<file path="src/rtl/armleocpu_multiplier_param.sv">
// ---------------------------------------------------------------------------
// armleocpu_multiplier_param
//
// Iterative shift-add multiplier that produces the full 2*WIDTH-bit product.
// Supports unsigned, signed and signed-by-unsigned operands, which cover the
// sources of RISC-V MUL/MULH/MULHSU/MULHU. The execute stage picks the half of
// the result that it needs. The unit multiplies magnitudes and fixes the sign
// at the end. The smaller magnitude drives the iteration, so a short operand
// finishes early.
//
// Parameters:
//   WIDTH          operand width; >= 4 and a multiple of BITS_PER_CYCLE
//   BITS_PER_CYCLE multiplier bits consumed per OP cycle (1, 2 or 4)
//
// Ports:
//   clk_i      clock, rising edge
//   rst_i      synchronous active-high reset
//   valid_i    request, sampled only while idle
//   kill_i     abort in-flight operation (also blocks an accept while idle)
//   mode_i     00 u*u, 01 s*s, 10 s(f0)*u(f1), 11 same as 00
//   factor0_i  operand 0
//   factor1_i  operand 1
//   busy_o     high while an operation is in flight (OP or FINISH)
//   ready_o    one-cycle completion pulse
//   result_o   registered product, held until the next completion
// ---------------------------------------------------------------------------
module armleocpu_multiplier_param #(
  parameter int unsigned WIDTH          = 32,
  parameter int unsigned BITS_PER_CYCLE = 1
) (
  input  logic                 clk_i,
  input  logic                 rst_i,
  input  logic                 valid_i,
  input  logic                 kill_i,
  input  logic [1:0]           mode_i,
  input  logic [WIDTH-1:0]     factor0_i,
  input  logic [WIDTH-1:0]     factor1_i,
  output logic                 busy_o,
  output logic                 ready_o,
  output logic [2*WIDTH-1:0]   result_o
);

  localparam int unsigned PW    = 2 * WIDTH;
  localparam int unsigned STEPS = WIDTH / BITS_PER_CYCLE;
  localparam int unsigned CNT_W = (STEPS > 1) ? $clog2(STEPS) : 1;
  localparam logic [CNT_W-1:0] LAST_CNT = CNT_W'(STEPS - 1);

  typedef enum logic [1:0] {
    S_IDLE   = 2'd0,
    S_OP     = 2'd1,
    S_FINISH = 2'd2
  } state_t;

  state_t            state_q;
  logic [PW-1:0]     acc_q;
  logic [PW-1:0]     a_q;
  logic [WIDTH-1:0]  b_q;
  logic [CNT_W-1:0]  count_q;
  logic              neg_q;
  logic              ready_q;
  logic [PW-1:0]     result_q;

  // Operand conditioning: signs, magnitudes and larger/smaller ordering.
  logic              sign0_c;
  logic              sign1_c;
  logic [WIDTH-1:0]  mag0_c;
  logic [WIDTH-1:0]  mag1_c;
  logic [WIDTH-1:0]  big_c;
  logic [WIDTH-1:0]  small_c;

  always_comb begin
    sign0_c = ((mode_i == 2'b01) || (mode_i == 2'b10)) && factor0_i[WIDTH-1];
    sign1_c = (mode_i == 2'b01) && factor1_i[WIDTH-1];
    // Negating the most-negative value wraps to 2^(WIDTH-1), which is the
    // correct unsigned magnitude.
    mag0_c  = sign0_c ? (~factor0_i + WIDTH'(1)) : factor0_i;
    mag1_c  = sign1_c ? (~factor1_i + WIDTH'(1)) : factor1_i;
    // Tie goes to a = |f1|.
    if (mag0_c > mag1_c) begin
      big_c   = mag0_c;
      small_c = mag1_c;
    end else begin
      big_c   = mag1_c;
      small_c = mag0_c;
    end
  end

  // One iteration step plus the final sign fix-up.
  logic [BITS_PER_CYCLE-1:0] digit_d;
  logic [PW-1:0]             acc_d;
  logic [PW-1:0]             a_d;
  logic [WIDTH-1:0]          b_d;
  logic [PW-1:0]             prod_d;

  always_comb begin
    digit_d = b_q[BITS_PER_CYCLE-1:0];
    // The digit is at most 4 bits, so this is a short add tree, not a full
    // multiplier.
    acc_d   = acc_q + (a_q * PW'(digit_d));
    a_d     = a_q << BITS_PER_CYCLE;
    b_d     = b_q >> BITS_PER_CYCLE;
    prod_d  = neg_q ? (~acc_q + PW'(1)) : acc_q;
  end

  // Control FSM and datapath registers.
  always_ff @(posedge clk_i) begin
    if (rst_i) begin
      state_q  <= S_IDLE;
      acc_q    <= '0;
      a_q      <= '0;
      b_q      <= '0;
      count_q  <= '0;
      neg_q    <= 1'b0;
      ready_q  <= 1'b0;
      result_q <= '0;
    end else begin
      ready_q <= 1'b0;
      case (state_q)
        S_IDLE: begin
          if (valid_i && !kill_i) begin
            a_q     <= PW'(big_c);
            b_q     <= small_c;
            neg_q   <= sign0_c ^ sign1_c;
            acc_q   <= '0;
            count_q <= '0;
            state_q <= S_OP;
          end
        end
        S_OP: begin
          if (kill_i) begin
            state_q <= S_IDLE;
          end else if (b_q == '0) begin
            // Early termination: no set bits remain in the smaller operand.
            state_q <= S_FINISH;
          end else begin
            acc_q <= acc_d;
            a_q   <= a_d;
            b_q   <= b_d;
            if (count_q == LAST_CNT) begin
              state_q <= S_FINISH;
            end else begin
              count_q <= count_q + CNT_W'(1);
            end
          end
        end
        S_FINISH: begin
          state_q <= S_IDLE;
          if (!kill_i) begin
            result_q <= prod_d;
            ready_q  <= 1'b1;
          end
        end
        default: begin
          state_q <= S_IDLE;
        end
      endcase
    end
  end

  assign busy_o   = (state_q != S_IDLE);
  assign ready_o  = ready_q;
  assign result_o = result_q;

endmodule
</file>
<file path="config.mk">
export PLATFORM = sky130hd
export DESIGN_NAME = armleocpu_multiplier_param
export DESIGN_NICKNAME = d
export VERILOG_FILES = /design/src/rtl/armleocpu_multiplier_param.sv
export SDC_FILE = /design/constraint.sdc
export NUM_CORES = 1
export LEC_CHECK = 0
export CORE_MARGIN = 3
export CORE_UTILIZATION = 55
export CTS_CLUSTER_DIAMETER = 60
export DETAILED_ROUTE_END_ITERATION = 8
export GPL_ROUTABILITY_DRIVEN = 0
export GPL_TIMING_DRIVEN = 1
export PLACE_DENSITY = 0.77
export SLEW_MARGIN = 20
export SYNTH_ARGS = -nofsm -noshare
export SYNTH_HDL_FRONTEND = slang
export SYNTH_SLANG_ARGS = --single-unit
</file>
<file path="constraint.sdc">
create_clock -name clk_i -period 16.23 [get_ports clk_i]
set_clock_uncertainty 0.15 [all_clocks]
set_input_delay 2.4345 -clock clk_i [delete_from_list [all_inputs] [get_ports clk_i]]
set_output_delay 2.4345 -clock clk_i [all_outputs]
set_load 0.05 [all_outputs]
</file>
==> metrics.md <==
| Metric | Value |
|---|---|
| Mapped cell area | 16430 µm² |
| Clock buffer depth | 3 |
| Vias in the first global route | 14.52k |
| Area of the die | 31980 µm² |
| Syn Area/Cell | 7.793 µm² |
| Final worst slack | 8.390 ns |
| Cell mode on critical path | o21ai_0 |
| Largest net degree at the start of global routing | 115 |
| Initial antenna violation count | 0 |
| RSZ-0062 raised after global routing | no |
| Setup CP Type | in -> reg |
| Post-synth EDFFs | 0 |
| Skew-Pair Late Insertion Delay | 0.54 ns |
| Root Buffer | clkbuf_16 |
| CORE AREA | 29090 µm² |
| Place WS | 8.027 ns |
| Sequential element share of the synthesized area | 28.40% |
| Primary FF master, synth | dfxtp_1 |
| CP Capture Type | flip-flop |
| TNS Setup | 0 ns |
| Total chip power | 1.428 mW |
| Vias per inst | 6.105 |
| Num CTS Buffers | 26 |
| CP max stage delay | 0.57 ns |
| Via count | 15.57k |
| Initial core utilization | 56.47% |
| Mapped Nets | 2280 |
| Detailed Place HPWL | 32260 µm |
| Final Hold Viols | 0 |
| Worst-path clk slew | 0.06 ns |
| Io pins | 136 |
| Final WL | 43930 µm |
| CP max stage cell | or4_1 |
| Max_slew headroom | 29.51% |
| Hold crit path type | reg -> reg |
| Post-route cell area | 18700 µm² |
| CTS resizes | 0 |
| Post-CTS Setup Bufs | 0 |
| Peak Freq | 0.1276 GHz |
| DR iter-0 viols | 1403 |
| Final net count | 2318 |
| Final slew viol count | 0 |
| DP Cell Count | 2502 |
| Static leakage | 7.315 nW |
| Slew @ Worst Pin | 1.055 ns |
| Post-route insts no fill | 2550 |
| Worst EP required | 16.54 ns |
| Setup crit start kind | primary input |
| CTS tree | yes |
| Total Routing Usage GR | 26.83% |
| Synth warnings | 0 |
| Crit path arrival time | 8.15 ns |
| Status | finished, final reports clean |
| Max cap viols | 0 |
| FFs w/ async S/R, synth | 0% |
| Number of distinct library cells after synthesis | 82 |
| Share of cells above drive strength 1 | 5.540% |
| I/O Buffers | 135 |
| Global-route wire length before repair | 71990 µm |
| # diodes | 0 |
| Worst-path cell chain | clkdlybuf4s50_1 > or4_1 > nor3_1 > and3_1 > nand2_1 > nor3_1 > inv_1 > o21ai_0 > xor2_1 > inv_1 > ha_1 > nand4_1 > nor4_1 > o21ai_0 > a22oi_2 > buf_4 > mux2_2 > o21ai_0 > o21ai_0 > nor2_1 |
| Synth-to-layout area growth | 13.82% |
| Synth area leaders | dfxtp_1 28%, ha_1 7.7%, a21oi_1 6.7% |
| Synth top cells by count | 233 x dfxtp_1, 221 x a21oi_1, 193 x nand2_1 |
| Average wire per standard cell | 17.23 µm |
| Post-DRT Antenna Nets | 0 |
| Top cell type's share of synthesized area | 28.40% |
| Post-synthesis cell count | 2108 |
| Max IR drop VDD | 0.00006991 V |
| Grt ovf | 0 |
| Cell taking the most area after synthesis | dfxtp_1 |
| FF+latch count, synth | 233 |
| Pwr dens | 76.37 nW/µm² |
| Final worst-path cycle share | 48.30% |
| CP max FO | 42 |
| Final number of setup-violating endpoints | 0 |
| DRC violations left | 0 |
| Clock sink total | 233 |
| Die X | 178.8 µm |
| Hold buffers post-CTS | 0 |
| Row count | 62 |
| Leading cell type by number of instances after synthesis | dfxtp_1 |
| H-tree Lvls | 1 |
| DP Area | 17880 µm² |
| Height of the die | 178.8 µm |
| Period minus WS final | 7.840 ns |
| DRT Pass-1 Iters | 5 |
| Fillcell total | 2506 |
-- layout by cell type (no fill, tap or decap), drive strengths merged, types with 9 or more instances in the layout --
cell type and instances:
dfxtp 233, a21oi 222, nand2 193, nor2 163, clkdlybuf4s50 134, o21ai 128, xor2 106, ha 101
nand3 91, xnor2 73, a211oi 71, inv 67, and2 66, a21o 39, clkbuf 38, mux2i 35
nor3 35, o31ai 34, a22oi 31, a22o 30, nand4 29, mux2 25, o21bai 20, nor2b 19
or3 19, a31oi 17, o41ai 17, buf 15, nor4 15, o211ai 14, or4 13, nand2b 9
o21a 9
-- layer usage --
metal,GRT usage (%),up-vias,share of wire (%)
met5,0,-,0
li1,-,7687,-
met2,42.87,639,44
met4,7.175,0,2.5
met3,3.071,81,7.5
met1,38.40,7160,46
-- where the power goes --
group          internal (mW)  switching, mW
clock                  0.324          0.240
combinational          0.104          0.153
sequential             0.589         0.0176
-- worst max-delay path, delay by kind of cell --
family	cells	cell delay (ns)
buffers and inverters	4	1.20
AND/OR/NAND/NOR	8	2.60
adder cells (fa/ha/maj)	1	0.28
AO/OA/AOI/OAI	5	0.99
XOR/XNOR	1	0.21
multiplexers	1	0.41
-- sequential cells by signal, indices dropped and copies added, names as in the netlist --
signal and flops:
a_q 64, acc_q 64, result_o 64, b_q 32, count_q 5, state_q 2, neg_q 1, ready_o 1
-- logic make-up after synthesis --
| logic type | after synthesis | synth area share [%] |
|---|---|---|
| AOI/OAI and AO/OA | 655 | 25.62 |
| xor gates and xnor gates | 179 | 9.544 |
| adders and majority gates | 102 | 7.815 |
| buffers and inverters | 205 | 4.753 |
| DFF | 233 | 28.40 |
| muxes | 60 | 3.846 |
| and+or+nand+nor | 674 | 20.02 |
-- worst paths after layout --
path                        startpoint                      to  slack [ns]  depth (start not counted)
setup / recovery          factor0_i[3]    b_q[10]$_SDFFE_PP0P_        8.39                         20
setup reg to reg   b_q[0]$_SDFFE_PP0P_  acc_q[54]$_SDFFE_PP0P_       11.38                         14
hold reg to reg   a_q[60]$_SDFFE_PP0P_    a_q[61]$_SDFFE_PP0P_        0.31                          2
hold / removal    a_q[60]$_SDFFE_PP0P_    a_q[61]$_SDFFE_PP0P_        0.31                          2
-- final cells by class --
type / count / area (µm²) / share of cell area (%)
inverter: 66 / 247.7 / 1.325
sequential: 233 / 4668 / 24.97
clock buffer: 38 / 715.7 / 3.828
tap: 384 / 480.5 / 2.570
timing repair buffer: 149 / 1458 / 7.796
multi-input combinational: 1670 / 11030 / 58.98
clock inverter: 10 / 98.84 / 0.5287
-- stage by stage --
stage          utilization, %  hold WS [ns]
2_1_floorplan               -        0.2862
3_3_place_gp            61.44        0.2982
3_5_place_dp            61.46        0.3068
4_1_cts                 64.26        0.3134
5_1_grt                 64.27        0.3345
6_report                64.27        0.3074
Note: power is estimated with default switching activity, not from simulation.
